<file path="src/rtl/rgb2yuv_downsampler_pkg.sv">
// Shared types, default base addresses and colour-space coefficients for the
// RGB to YUV downsampler.
package rgb2yuv_downsampler_pkg;

  typedef enum logic [2:0] {
    IDLE = 3'd0,
    RD   = 3'd1,
    CALC = 3'd2,
    WR   = 3'd3,
    DONE = 3'd4
  } state_e;

  localparam int ADDR_W = 18;

  localparam int unsigned RGB_BASE_DEF   = 146944;
  localparam int unsigned Y_BASE_DEF     = 0;
  localparam int unsigned U_BASE_DEF     = 38400;
  localparam int unsigned V_BASE_DEF     = 57600;
  localparam int unsigned NUM_GROUPS_DEF = 19200;

  // Words read and written, and pixels converted, per 4-pixel group
  localparam int RD_WORDS    = 6;
  localparam int WR_WORDS    = 4;
  localparam int PIX_PER_GRP = 4;

  localparam int signed COEF_Y_R = 66;
  localparam int signed COEF_Y_G = 129;
  localparam int signed COEF_Y_B = 25;
  localparam int signed COEF_U_R = -38;
  localparam int signed COEF_U_G = -74;
  localparam int signed COEF_U_B = 112;
  localparam int signed COEF_V_R = 112;
  localparam int signed COEF_V_G = -94;
  localparam int signed COEF_V_B = -18;

  localparam int signed CSC_ROUND = 128;
  localparam int signed Y_OFFSET  = 16;
  localparam int signed UV_OFFSET = 128;

  // Saturate a signed result into an 8-bit sample
  function automatic logic [7:0] clip_u8(input logic signed [31:0] x);
    if (x < 0) begin
      return 8'd0;
    end else if (x > 255) begin
      return 8'd255;
    end else begin
      return x[7:0];
    end
  endfunction

  // Rounded mean of two 8-bit samples
  function automatic logic [7:0] avg_u8(input logic [7:0] a, input logic [7:0] b);
    logic [8:0] s;
    s = {1'b0, a} + {1'b0, b} + 9'd1;
    return s[8:1];
  endfunction

endpackage

</file>
<file path="src/rtl/rgb2yuv_downsampler_pixel_csc.sv">
// rgb2yuv_pixel_csc: converts one RGB pixel to clipped 8-bit Y, U, V.
// One product-sum unit per output channel; the top time-shares this single
// instance across the four pixels of a group.
module rgb2yuv_pixel_csc
  import rgb2yuv_downsampler_pkg::*;
(
  input  logic [7:0] r_i,
  input  logic [7:0] g_i,
  input  logic [7:0] b_i,
  output logic [7:0] y_o,
  output logic [7:0] u_o,
  output logic [7:0] v_o
);

  logic signed [31:0] r_s, g_s, b_s;
  logic signed [31:0] y_acc, u_acc, v_acc;

  assign r_s = $signed({24'd0, r_i});
  assign g_s = $signed({24'd0, g_i});
  assign b_s = $signed({24'd0, b_i});

  // Weighted sums with rounding, arithmetic shift, offset and saturation
  always_comb begin
    y_acc = COEF_Y_R * r_s + COEF_Y_G * g_s + COEF_Y_B * b_s + CSC_ROUND;
    u_acc = COEF_U_R * r_s + COEF_U_G * g_s + COEF_U_B * b_s + CSC_ROUND;
    v_acc = COEF_V_R * r_s + COEF_V_G * g_s + COEF_V_B * b_s + CSC_ROUND;
    y_o   = clip_u8((y_acc >>> 8) + Y_OFFSET);
    u_o   = clip_u8((u_acc >>> 8) + UV_OFFSET);
    v_o   = clip_u8((v_acc >>> 8) + UV_OFFSET);
  end

endmodule

</file>
<file path="src/rtl/rgb2yuv_downsampler.sv">
// rgb2yuv_downsampler: converts a packed-RGB frame in SRAM into planar Y and
// horizontally 2:1 subsampled U/V, one 4-pixel group at a time (14 cycles
// per group). Build option RGB2YUV_AVG_DS_EN: when defined each chroma pair
// is the rounded mean of both pixels, otherwise the even pixel is kept.
//
// state | meaning
// IDLE  | waiting for Enable
// RD    | issue the 6 RGB reads of the current group
// CALC  | convert one pixel per cycle as its read data has landed
// WR    | write {Y0,Y1}, {Y2,Y3}, U pair word, V pair word
// DONE  | one-cycle Enc_finish pulse, then back to IDLE
module rgb2yuv_downsampler
  import rgb2yuv_downsampler_pkg::*;
#(
  parameter int unsigned RGB_BASE   = RGB_BASE_DEF,
  parameter int unsigned Y_BASE     = Y_BASE_DEF,
  parameter int unsigned U_BASE     = U_BASE_DEF,
  parameter int unsigned V_BASE     = V_BASE_DEF,
  parameter int unsigned NUM_GROUPS = NUM_GROUPS_DEF
) (
  input  logic                Clock,
  input  logic                Resetn,
  input  logic                Enable,
  input  logic [15:0]         SRAM_read_data,
  output logic [15:0]         SRAM_write_data,
  output logic [ADDR_W-1:0]   SRAM_address,
  output logic                SRAM_we_n,
  output logic                Enc_finish
);

  localparam logic [ADDR_W-1:0] RGB_A    = ADDR_W'(RGB_BASE);
  localparam logic [ADDR_W-1:0] Y_A      = ADDR_W'(Y_BASE);
  localparam logic [ADDR_W-1:0] U_A      = ADDR_W'(U_BASE);
  localparam logic [ADDR_W-1:0] V_A      = ADDR_W'(V_BASE);
  localparam logic [ADDR_W-1:0] LAST_GRP = ADDR_W'(NUM_GROUPS - 1);

  state_e              state_q, state_d;
  logic [2:0]          step_q, step_d;
  logic [ADDR_W-1:0]   grp_q, grp_d;
  logic [ADDR_W-1:0]   rgb_addr_q, rgb_addr_d;

  // Read-return pipeline: which word index lands two cycles after issue
  logic                rp1_vld_q, rp2_vld_q;
  logic [2:0]          rp1_idx_q, rp2_idx_q;
  logic [15:0]         w_q [RD_WORDS];

  logic [7:0]          y_q  [PIX_PER_GRP];
  logic [7:0]          ue_q, ve_q;
  logic [7:0]          up_q [2];
  logic [7:0]          vp_q [2];

  logic [7:0]          pr, pg, pb;
  logic [7:0]          y_pix, u_pix, v_pix;
  logic [7:0]          u_pair, v_pair;

  // State and counter registers
  always_ff @(posedge Clock or negedge Resetn) begin
    if (!Resetn) begin
      state_q    <= IDLE;
      step_q     <= '0;
      grp_q      <= '0;
      rgb_addr_q <= '0;
    end else begin
      state_q    <= state_d;
      step_q     <= step_d;
      grp_q      <= grp_d;
      rgb_addr_q <= rgb_addr_d;
    end
  end

  // Next-state and counter update; the RGB address only advances when another
  // group follows, so the last group never pushes it past the top of SRAM
  always_comb begin
    state_d    = state_q;
    step_d     = step_q;
    grp_d      = grp_q;
    rgb_addr_d = rgb_addr_q;
    case (state_q)
      IDLE: begin
        if (Enable) begin
          state_d    = RD;
          step_d     = '0;
          grp_d      = '0;
          rgb_addr_d = RGB_A;
        end
      end
      RD: begin
        if (step_q == 3'(RD_WORDS - 1)) begin
          state_d = CALC;
          step_d  = '0;
        end else begin
          step_d = step_q + 3'd1;
        end
      end
      CALC: begin
        if (step_q == 3'(PIX_PER_GRP - 1)) begin
          state_d = WR;
          step_d  = '0;
        end else begin
          step_d = step_q + 3'd1;
        end
      end
      WR: begin
        if (step_q == 3'(WR_WORDS - 1)) begin
          step_d = '0;
          if (grp_q == LAST_GRP) begin
            state_d = DONE;
          end else begin
            state_d    = RD;
            grp_d      = grp_q + 1'b1;
            rgb_addr_d = rgb_addr_q + ADDR_W'(RD_WORDS);
          end
        end else begin
          step_d = step_q + 3'd1;
        end
      end
      DONE:    state_d = IDLE;
      default: state_d = IDLE;
    endcase
  end

  // Track outstanding reads and capture each word as it returns
  always_ff @(posedge Clock or negedge Resetn) begin
    if (!Resetn) begin
      rp1_vld_q <= 1'b0;
      rp2_vld_q <= 1'b0;
      rp1_idx_q <= '0;
      rp2_idx_q <= '0;
      for (int i = 0; i < RD_WORDS; i++) w_q[i] <= '0;
    end else begin
      rp1_vld_q <= (state_q == RD);
      rp1_idx_q <= step_q;
      rp2_vld_q <= rp1_vld_q;
      rp2_idx_q <= rp1_idx_q;
      if (rp2_vld_q) w_q[rp2_idx_q] <= SRAM_read_data;
    end
  end

  // Unpack the pixel converted this CALC step from the {R,G},{B,R},{G,B} words
  always_comb begin
    case (step_q[1:0])
      2'd0:    {pr, pg, pb} = {w_q[0], w_q[1][15:8]};
      2'd1:    {pr, pg, pb} = {w_q[1][7:0], w_q[2]};
      2'd2:    {pr, pg, pb} = {w_q[3], w_q[4][15:8]};
      default: {pr, pg, pb} = {w_q[4][7:0], w_q[5]};
    endcase
  end

  rgb2yuv_pixel_csc u_csc (
    .r_i (pr),
    .g_i (pg),
    .b_i (pb),
    .y_o (y_pix),
    .u_o (u_pix),
    .v_o (v_pix)
  );

  // Chroma pair formed on the odd pixel from the held even-pixel value
  always_comb begin
`ifdef RGB2YUV_AVG_DS_EN
    u_pair = avg_u8(ue_q, u_pix);
    v_pair = avg_u8(ve_q, v_pix);
`else
    u_pair = ue_q;
    v_pair = ve_q;
`endif
  end

  // Store Y per pixel, hold even-pixel chroma, store chroma pairs on odd pixels
  always_ff @(posedge Clock or negedge Resetn) begin
    if (!Resetn) begin
      for (int i = 0; i < PIX_PER_GRP; i++) y_q[i] <= '0;
      ue_q  <= '0;
      ve_q  <= '0;
      up_q[0] <= '0;
      up_q[1] <= '0;
      vp_q[0] <= '0;
      vp_q[1] <= '0;
    end else if (state_q == CALC) begin
      y_q[step_q[1:0]] <= y_pix;
      if (!step_q[0]) begin
        ue_q <= u_pix;
        ve_q <= v_pix;
      end else begin
        up_q[step_q[1]] <= u_pair;
        vp_q[step_q[1]] <= v_pair;
      end
    end
  end

  // SRAM bus and done pulse decoded from state; idle bus is all zeros
  always_comb begin
    SRAM_address    = '0;
    SRAM_write_data = '0;
    SRAM_we_n       = 1'b1;
    Enc_finish      = 1'b0;
    case (state_q)
      RD: SRAM_address = rgb_addr_q + ADDR_W'(step_q);
      WR: begin
        SRAM_we_n = 1'b0;
        case (step_q[1:0])
          2'd0: begin
            SRAM_address    = Y_A + (grp_q << 1);
            SRAM_write_data = {y_q[0], y_q[1]};
          end
          2'd1: begin
            SRAM_address    = Y_A + (grp_q << 1) + 1'b1;
            SRAM_write_data = {y_q[2], y_q[3]};
          end
          2'd2: begin
            SRAM_address    = U_A + grp_q;
            SRAM_write_data = {up_q[0], up_q[1]};
          end
          default: begin
            SRAM_address    = V_A + grp_q;
            SRAM_write_data = {vp_q[0], vp_q[1]};
          end
        endcase
      end
      DONE:    Enc_finish = 1'b1;
      default: ;
    endcase
  end

endmodule

</file>
<file path="config.mk">
export PLATFORM = sky130hd
export DESIGN_NAME = rgb2yuv_downsampler
export DESIGN_NICKNAME = d
export VERILOG_FILES = /design/src/rtl/rgb2yuv_downsampler_pkg.sv /design/src/rtl/rgb2yuv_downsampler_pixel_csc.sv /design/src/rtl/rgb2yuv_downsampler.sv
export SDC_FILE = /design/constraint.sdc
export NUM_CORES = 1
export LEC_CHECK = 0
export BUFFER_PORTS_ARGS = -buffer_cell sky130_fd_sc_hd__buf_4
export CAP_MARGIN = 0
export CORE_UTILIZATION = 55
export DETAILED_ROUTE_END_ITERATION = 8
export GPL_TIMING_DRIVEN = 0
export PLACE_DENSITY_LB_ADDON = 0.1
export SYNTH_ARGS = -nofsm -noshare
export SYNTH_HDL_FRONTEND = slang
export SYNTH_HIERARCHICAL = 1
export SYNTH_SLANG_ARGS = --single-unit
</file>
<file path="constraint.sdc">
create_clock -name Clock -period 13.45 [get_ports Clock]
set_clock_uncertainty 0.05 [all_clocks]
set_input_delay 0.6725 -clock Clock [delete_from_list [all_inputs] [get_ports Clock]]
set_output_delay 0.6725 -clock Clock [all_outputs]
set_load 0.03 [all_outputs]
</file>
# Word-level counts from Yosys, hierarchy flattened
# Index checks and enable logic that the tools add are counted.
totals:
  register_bits: 226
  in_bits: 19
  output_inout_bits: 36
  elab_cells: 138
op_classes:
  n_eq_ne: 14
  n_addsub: 19
  mul: 9
  reduce_logical: 13
  n_mux: 43
  bitwise_logic: 4
  magnitude_cmp: 12
ops:
  columns: ["operator", "count"]
  rows:
  - ["$add A32 B32 Y32", 6]
  - ["$mux W18", 6]
  - ["$pmux W18 S2", 3]
  - ["$add A32 B9 Y32 const B", 3]
  - ["$bwmux W96", 1]
  - ["$gt A32 B9 Y1 const B", 3]
  - ["$lt A32 B1 Y1 const B", 3]
  - ["$pmux W8 S3", 3]
  - ["$mux W8", 8]
  - ["$pmux W18 S3", 1]
  - ["$add A24 B9 Y25 const B", 2]
  - ["$demux W16 S3", 1]
  - ["$pmux W16 S3", 1]
  - ["$add A16 B18 Y18 const A", 2]
  - ["$add A18 B1 Y18 const B", 2]
  - ["$bwmux W16", 2]
  - ["$bwmux W32", 1]
  - ["$mul A7 B9 Y16 const A", 2]
  - ["$mux W16", 2]
  - ["$add A24 B6 Y25 const B", 1]
  - ["$mux W3", 8]
  - ["$mul A3 B8 Y11 const A", 2]
  - ["$add A18 B3 Y18", 1]
  - ["$add A18 B3 Y18 const B", 1]
  - ["36 further kinds", 49]

# Longest topological paths before layout
# Gate-level depths: netlist of run 1.
depth:
  word_depth: 11
  ltp_mapped: 45

# Modules after synthesis
# Netlist of run 1, hierarchy kept.
by_module_without_submodules:
  columns: ["mod", "cells_per_inst", "instances", "area_per_inst_um2"]
  rows:
  - ["rgb2yuv_downsampler", 980, 1, 11124.4]
  - ["rgb2yuv_pixel_csc", 1083, 1, 9773.1]

# Worst setup path after synthesis of run 1
# Ideal clock, no wire load.
synth_timing:
  path_kind: "reg2reg"
  startpoint: "register step_q[1]"
  endpoint: "register ue_q[7] (netlist: u_pair[7])"
  setup_time_ps: 125
  path_stages_with_launch: 38
  path_buffers: 2
  required_time_ps: 13275
  path_slack_ps: 4006
  t_arrival_ps: 9269
  synth_period_minus_slack_ps: 9444
  cell_sequence: "dfrtp_1 -> ha_1 -> inv_1 -> clkbuf_1 -> clkbuf_1 -> mux2i_1 -> inv_1 -> ha_1 -> inv_1 -> fa_1 -> fa_1 -> ha_1 -> ha_1 -> nor2b_1 -> o21ai_0 -> a21boi_0 -> nor2_1 -> ha_1 -> [2 not listed] -> a31o_2 -> xor2_1 -> ha_1 -> ha_1 -> or2_2 -> o311a_1 -> nand3_1 -> a21oi_1 -> or3_1 -> xor2_1 -> ha_1 -> xnor2_1 -> a22oi_1 -> nand3_1 -> a211oi_1 -> a31o_2 -> a31oi_1 -> mux2_2"
synth_between:
  elab_chain_len: 10
  word_cells_on_any_way: 17
synth_rtl:
  columns: ["element", "line_no", "source"]
  rows:
  - ["start: declaration", "rgb2yuv_downsampler.sv:38", "logic [2:0] step_q, step_d;"]
  - ["start signal: assignment", "rgb2yuv_downsampler.sv:65", "step_q <= step_d;"]
  - ["$eq A2 B2 Y1 (tied with other cells)", "rgb2yuv_downsampler.sv:141", "case (step_q[1:0])"]
  - ["$pmux W8 S3 (*)", "rgb2yuv_downsampler.sv:141", null]
  - ["named net pr[5]", "rgb2yuv_downsampler.sv:52", "logic [7:0] pr, pg, pb;"]
  - ["$mul A6 B9 Y15 (*)", "rgb2yuv_downsampler_pixel_csc.sv:25", "u_acc = COEF_U_R * r_s + COEF_U_G * g_s + COEF_U_B * b_s + CSC_ROUND;"]
  - ["$add A32 B32 Y32 (*) (2 in series)", "rgb2yuv_downsampler_pixel_csc.sv:25", null]
  - ["$add A32 B9 Y32 (*)", "rgb2yuv_downsampler_pixel_csc.sv:25", null]
  - ["$add A24 B9 Y25 (*)", "rgb2yuv_downsampler_pixel_csc.sv:28", "u_o = clip_u8((u_acc >>> 8) + UV_OFFSET);"]
  - ["$gt A32 B9 Y1", "rgb2yuv_downsampler_pkg.sv:44", "end else if (x > 255) begin"]
  - ["$mux W8", "rgb2yuv_downsampler_pkg.sv:44", null]
  - ["$mux W8 (*)", "rgb2yuv_downsampler_pkg.sv:42", "if (x < 0) begin"]
  - ["named net u_pix[7]", "rgb2yuv_downsampler.sv:53", "logic [7:0] y_pix, u_pix, v_pix;"]
  - ["end signal: assignment", "rgb2yuv_downsampler.sv:182", "ue_q <= u_pix;"]
  - ["end: declaration", "rgb2yuv_downsampler.sv:48", "logic [7:0] ue_q, ve_q;"]
# The timed path passes the listed nets; every way through them passes the cells marked *.
# A chain may end at the register's enable or synchronous reset.

# Final worst setup path of run 1
# Same ends and word-level chain as after synthesis.

==> metrics list, run 1 <==
* Number of enable flip-flop cells after synthesis: 0
* WL met1: 24400 um
* Final hold vios: 0
- In the final routed layout, each cell accounts on average for roughly 20 um.
- STA classifies the critical path endpoint as a register.
- In the layout the commonest cells are sky130_fd_sc_hd__ha_1, sky130_fd_sc_hd__dfrtp_1, sky130_fd_sc_hd__inv_1, sky130_fd_sc_hd__mux2_2, sky130_fd_sc_hd__nor2_1.
- After detailed routing, the total wire length is around 53000 um.
* Initial antenna violation count: 0
- Arrival @ worst endpoint: 12.29 ns
- The die is 197 um wide.
- Synthesis-to-layout area growth: 9.45%
- Register area share after synthesis: 0.269
- Dividing the detail-routed via count by the number of cells gives 5.88.
* Biggest cell delay along the critical path: 1.07 ns
* Result of the run: complete, but fails checks
- In this design, the critical path's most frequently occurring cell is sky130_fd_sc_hd__ha_1.
* Relative slew slack: 0.000515
- Synthesis handed over a netlist of a little over 2k instances.
- The net count of the finished layout is 2585.
- All-layer global routing usage: 0.280
- In this run the remaining antenna-violating nets after routing total 0.
- Min Tclk post-route: 11.87 ns
- The worst hold path belongs to the class in2async.
- Highest Clock Rate: 84.2 MHz
* Row count: 71
- The routed design uses 2470 um of met3 wire.
* Required arrival time at the worst endpoint: roughly 14 ns
- Post-detail-place hpwl: about 42000 um
- Gates resized during post-CTS repair numbered 0.
* Worst Setup Start Kind: register
* Total CTS buffers: 26
- Number of sinks on the clock net: 225
* CP Max Fanout: 10
- Clock network latency to the later pin of the worst-skew pair: 0.55 ns
* Number of violations of the max-capacitance limit: 1
- In this run the cell area of the synthesized design comes to about 21000 um2.
- For this configuration, the core starts out at a cell density of 0.557.
- Clock tree from TritonCTS: done
- Slew of the pin with the lowest slew margin: 1.50 ns
* Crit share post-route: 0.883
- The root buffer cell chosen for the clock tree is sky130_fd_sc_hd__clkbuf_16.
- Synth Warn #: 6
- In this run the tool buffered the top-level ports with 54 buffer cells.
- In the routed design, unresolved DRC markers number 2.
- Drt initial violations: 1090
- The number of global-route vias before repair was between 15k and 20k.
- Post-CTS Setup Bufs: 0
* Uppermost routed layer: met4
- Count of unique library cells instantiated by Yosys: just over 90
* Unrepaired setup endpoints after global routing: false
- Maximum number of pins on one net before global-route repair: 126
- Leaving out fill and tap cells, the most frequent cell in the layout is sky130_fd_sc_hd__ha_1.
- Setup violations remaining at the end of the flow were counted as 0.
- Worst reg2reg path depth: 39
- In the synthesized netlist the async set-or-reset flop fraction comes to 1.00.
- Measured along the y axis, the die boundary spans approximately 200 um.
- Share of cells above drive strength 1: 0.149
* Detailed-route via count: 15.8k
* Number of hold buffers added after cts: 0
- Floorplan die area: 38800 um2
- Global-route wire length before repair: 84700 um
* Number of top-level design ports: 55
* CTS H-tree depth: 1
* Core area: 37500 um2
* Violated checks: DRC, capacitance limit
- The longest clock path from root to sink contains 3 buffers.
- GPL Wtd Cong: 0.883
- The max-slew violation total from the final report came to 0.
- Main synth FF type: sky130_fd_sc_hd__dfrtp_1
- Met2 routed WL: 24900 um
- Critical path start-end classification: reg2reg
- Clock transition at the registers of the reported paths: 0.06 ns
- Post-synthesis area per instance: just over 10 um2
* First-pass detailed-route iteration total: 8
- Total grt overflow: 0
- Final TNS setup: 0 ns
- Synthesis produced a netlist with a net count of 2500.
- Number of antenna cells inserted: 0
- On the critical path, the stage with the largest delay is an instance of sky130_fd_sc_hd__mux2i_1.
- Count of state elements after synthesis: 225
per-layer routing:
layer / track usage / vias to the layer above
met5: 0 / -
met4: 0.0646 / 0
met3: 0.0370 / 72
met2: 0.471 / 332
met1: 0.382 / 7823
li1: - / 7523
layout make-up:
class                   count  area [um2]
fillers                  3233       14600
multi-input cells        1535       14100
flip-flops and latches    225        5630
inverters                 223         837
clock buffers              35         724
well taps                 511         639
repair buffers             57         455
plain buffers              80         349
clock inverters            12         136
registers in the layout (all words and copies together) (netlist names):
signal and flops:
grp_q 18, rgb_addr_q 17, rp1_idx_q 3, rp1_vld_q 1, rp2_idx_q 3, rp2_vld_q 1
state_q 3, step_q 3, u_pair 8, up_q 16, v_pair 8, vp_q 16
w_q 96, y_q 32
Yosys cell counts (6+ instances only):
master,count,area share
sky130_fd_sc_hd__o211ai_1,15,0.0054
sky130_fd_sc_hd__and3_1,13,0.0039
sky130_fd_sc_hd__a21oi_1,129,0.031
sky130_fd_sc_hd__o21ai_1,7,0.0017
sky130_fd_sc_hd__mux2i_1,13,0.0062
sky130_fd_sc_hd__a21o_1,28,0.010
sky130_fd_sc_hd__or2_2,9,0.0027
sky130_fd_sc_hd__or4_1,9,0.0032
sky130_fd_sc_hd__nand2_1,58,0.010
sky130_fd_sc_hd__nand2b_1,14,0.0042
sky130_fd_sc_hd__o21a_1,10,0.0036
sky130_fd_sc_hd__a221oi_1,7,0.0029
sky130_fd_sc_hd__a31oi_1,9,0.0027
sky130_fd_sc_hd__o21ai_0,52,0.012
sky130_fd_sc_hd__inv_1,223,0.040
sky130_fd_sc_hd__nor3_1,22,0.0053
sky130_fd_sc_hd__dfrtp_1,225,0.27
sky130_fd_sc_hd__nor2b_1,17,0.0051
sky130_fd_sc_hd__clkbuf_1,58,0.010
sky130_fd_sc_hd__a222oi_1,40,0.019
sky130_fd_sc_hd__a22oi_1,8,0.0029
sky130_fd_sc_hd__or3_1,14,0.0042
sky130_fd_sc_hd__o31ai_1,8,0.0029
sky130_fd_sc_hd__nor4_1,6,0.0018
sky130_fd_sc_hd__ha_1,322,0.19
sky130_fd_sc_hd__xor2_1,49,0.021
sky130_fd_sc_hd__o2111ai_1,9,0.0038
sky130_fd_sc_hd__mux2_2,168,0.091
sky130_fd_sc_hd__o22ai_1,10,0.0030
sky130_fd_sc_hd__fa_1,96,0.092
sky130_fd_sc_hd__buf_1,7,0.0013
sky130_fd_sc_hd__xnor2_1,77,0.032
sky130_fd_sc_hd__and2_1,14,0.0042
sky130_fd_sc_hd__o21bai_1,20,0.0072
sky130_fd_sc_hd__and4_1,7,0.0029
sky130_fd_sc_hd__nor2_1,131,0.024
sky130_fd_sc_hd__nand4_1,10,0.0030
sky130_fd_sc_hd__nand3_1,29,0.0069
sky130_fd_sc_hd__a211oi_1,14,0.0050
sky130_fd_sc_hd__buf_2,9,0.0022
path summary, 6_finish.rpt:
check	slack [ns]	start	endpoint
worst min-delay path	0.15	Resetn	u_pair[5]
worst min register to register	0.30	rp1_vld_q	rp2_vld_q
worst max-delay path	1.58	step_q[1]	u_pair[7]
min in group Clock	0.30	rp1_vld_q	rp2_vld_q
max in group asynchronous	12.10	Resetn	w_q[17]
worst max register to register	1.58	step_q[1]	u_pair[7]
logic make-up (layout without fill, tap and decap cells):
family / count (synthesis) / in the layout / share of synthesized area
xor+xnor: 126 / 126 / 0.0528
flops: 225 / 225 / 0.269
compound gates: 423 / 423 / 0.142
simple gates: 385 / 385 / 0.0960
buf+inv: 303 / 407 / 0.0568
fa+ha+maj: 419 / 419 / 0.285
mux: 182 / 182 / 0.0974
per-stage QoR:
| stage | util | hold slack [ns] | cell area [um2] | instances | setup slack (ns) |
|---|---|---|---|---|---|
| 2_1_floorplan | - | 0.281 | 20900 | 2063 | 4.01 |
| 3_3_place_gp | 0.585 | 0.282 | 21900 | 2628 | 1.56 |
| 3_5_place_dp | 0.586 | 0.286 | 22000 | 2629 | 1.55 |
| 4_1_cts | 0.609 | 0.173 | 22800 | 2676 | 1.50 |
| 5_1_grt | 0.610 | 0.209 | 22900 | 2678 | 0.886 |
| 6_report | 0.610 | 0.147 | 22900 | 2678 | 1.58 |
critical path: cells and delay by family, from the launching register on:
family | cells | cell delay, ns
AOI/OAI and AO/OA | 9 | 1.88
xor gates and xnor gates | 2 | 0.43
adders and majority gates | 11 | 3.72
buffers and inverters | 7 | 1.70
DFF | 1 | 0.62
muxes | 2 | 1.31
and+or+nand+nor | 8 | 2.08
Power of run 1 is left out: the tool's default activity adds up to more than one toggle a clock period on the data nets, which glitch-free logic cannot reach.
==> inputs of run 2 (changes only) <==
Settings changed: CORE_MARGIN set to 4.
==> metrics list, run 2 (synthesized netlist as in run 1, its figures left out) <==
- The worst setup path is launched from a register.
- The fmax was 82.5 MHz (-2.1%).
- The number of global-route vias before repair was 16.2k (+2.0%).
* First-pass detailed-route iteration total: 7 (-1)
- The count of hold buffers inserted by post-cts repair is 0 (unchanged).
- Total CTS buffers: 25 (-3.8%)
- Global-route wire length before repair: 87000 um (+2.8%)
- Quantity of gates resized following cts: 0 (unchanged)
- The number of design-rule violations left by the first detailed-router iteration came to 1174 (+7.7%).
- The number of buffers and inverters on the critical path was 6 (-1).
* Synthesis-to-layout area growth: 9.03%
- The shortest clock period the worst path allows after layout was 12.13 ns (+0.251 ns).
- Required arrival time at the worst endpoint: 13.82 ns (-0.05 ns)
- Biggest cell delay along the critical path: 1.13 ns (+0.06 ns)
* Clock tree from TritonCTS: done
- The final-report setup violation count came to 0 (unchanged).
- Row count: 71 (unchanged)
* Vias/cell: 5.94 (+0.95%)
* Routed wirelength normalized by instance count: 20.0 um (+1.3%)
- Clock network latency to the later pin of the worst-skew pair: 0.54 ns (about the same)
- Number of violations of the max-capacitance limit: 0 (-1)
- Crit share post-route: 0.902 (+0.0187)
* Final hold vios: 0 (unchanged)
* All-layer global routing usage: 0.261 (-0.0189)
- Worst path depth: 40 (+2.6%)
- The critical path data arrival time was 12.50 ns (+0.21 ns).
- The quantity of I/O buffers inserted on ports is 54 (unchanged).
- The total clock sinks is 225 (unchanged).
- Final-layout fill cell count: 3267 (+1.1%)
- Final TNS setup: 0 ns (unchanged)
- The maximum count of clock buffers along a single path was 3 (unchanged).
* Share of cells above drive strength 1: 0.149 (about the same)
- The H-tree depth is 1 (unchanged).
* Relative slew slack: 0.0529 (+0.0524)
- CP delay by family, top: adder cells
- The flow ran to the end, and the final reports show no timing, DRC or antenna violations.
- Initial antenna violation count: 0 (unchanged)
- In the final layout, the registers with the most flip-flops are w_q x96, y_q x32, grp_q x18.
- Biggest register: w_q
- The tightest min-delay check is of the in2async type.
- On the critical path, the stage with the largest delay is an instance of sky130_fd_sc_hd__mux2i_1.
* Worst path most repeated cell: sky130_fd_sc_hd__ha_1
- The startpoint identified for the worst register-to-register timing path is step_q[1].
- The top cell types in the final layout, fill and taps aside, are sky130_fd_sc_hd__ha_1, sky130_fd_sc_hd__dfrtp_1, sky130_fd_sc_hd__inv_1, sky130_fd_sc_hd__mux2_2, sky130_fd_sc_hd__nor2_1.
* Number of routed nets with antenna violations: 0 (unchanged)
* Footprint of the flip-flops and latches: 5630 um2 (unchanged)
- Floorplan die area: 41200 um2 (+6.2%)
- The flip-flop count of the largest register, all copies and words added was 96 (unchanged).
- Number of remaining DRC errors: 0 (-2)
* Combined area of the multi-input logic cells: 14100 um2 (+0.11%)
- Final slew viol count: 0 (unchanged)
- Number of top-level design ports: 55 (unchanged)
- The y dimension of the die came to 203 um (+3.0%).
- The worst hold slack after final layout was 0.156 ns (+0.00951 ns).
- Chip Width: 203 um (+3.0%)
* Most common library cell in the layout ignoring fill and taps: sky130_fd_sc_hd__ha_1
- Post-detail-place hpwl: 41600 um (-0.36%)
- Total grt overflow: 0 (unchanged)
* Setup Slack @ Placement: 1.51 ns (-0.0426 ns)
- The worst setup path is captured at a register.
- Detailed-route via count: 15.9k (+0.76%)
- CP Max Fanout: 10 (unchanged)
- GPL Wtd Cong: 0.883 (about the same)
* Worst reg2reg path depth: 40 (+2.6%)
- The final setup slack of the worst path was 1.32 ns (-0.251 ns).
* Fin nets: 2583 (-0.077%)
* Critical path start-end classification: reg2reg
- Maximum number of pins on one net before global-route repair: 123 (-2.4%)
* Initial standard-cell utilization of the core: 0.556 (-0.00132)
- Setup repair after global routing left no endpoint under its margin.
* CTS root buffer: sky130_fd_sc_hd__clkbuf_16
* Number of antenna cells inserted: 0 (unchanged)
- The post-CTS setup buffer count was 0 (unchanged).
- The clock transition at the registers of the reported paths is 0.06 ns (about the same).
- The area of the placeable core came to 37600 um2 (+0.24%).
* CP Launch Point: step_q[1]
* Routed WL: 53500 um (+1.1%)
- The pin slew with the least headroom to its limit is 1.38 ns (-0.118 ns).
run 2: changes by cell type in the layout (fill, tap and decap cells not counted), moves of 2 or more:
cell,delta
sky130_fd_sc_hd__a21oi_2,+4
sky130_fd_sc_hd__a21oi_1,-4
sky130_fd_sc_hd__inv_6,+3
sky130_fd_sc_hd__clkbuf_8,-2
run 2: path summary, 6_finish.rpt:
| path | end | slack [ns] |
|---|---|---|
| worst max-delay path | u_pair[7] | 1.32 |
| worst min-delay path | v_pair[5] | 0.16 |
| worst max register to register | u_pair[7] | 1.32 |
| worst min register to register | rp2_idx_q[1] | 0.30 |
| max in group asynchronous | w_q[86] | 12.11 |
| min in group Clock | rp2_idx_q[1] | 0.30 |
run 2: metrics by stage:
step	utilization	cell area (um2)	std cells
after floorplan	-	20900	2063
after detailed placement	0.585	22000	2629
final	0.606	22800	2673
after global routing	0.606	22800	2673
after CTS	0.606	22800	2672
after global placement	0.584	21900	2628
run 2: metal layers:
layer | vias to the layer above | track usage | part of all wire
li1 | 7518 | - | -
met1 | 7909 | 0.368 | 0.46
met2 | 364 | 0.434 | 0.47
met3 | 79 | 0.0259 | 0.042
met4 | 0 | 0.0674 | 0.024
met5 | - | 0 | 0
run 2: final cells by class:
type | count | share of cell area
buffer | 80 | 0.0153
multi-input combinational | 1535 | 0.619
clock buffer | 32 | 0.0295
tap | 511 | 0.0281
clock inverter | 11 | 0.00412
inverter | 223 | 0.0367
timing repair buffer | 56 | 0.0197
sequential | 225 | 0.247
run 2: worst reg2reg max path, delay by kind of cell (launching register included):
family	cells	cell delay, ns
flip-flops	1	0.64
AO/OA/AOI/OAI	14	3.45
multiplexers	2	1.49
adder cells (fa/ha/maj)	11	3.89
buffers and inverters	6	1.69
XOR/XNOR	2	0.24
AND/OR/NAND/NOR	5	0.55
Power of run 2 is left out for the same reason.
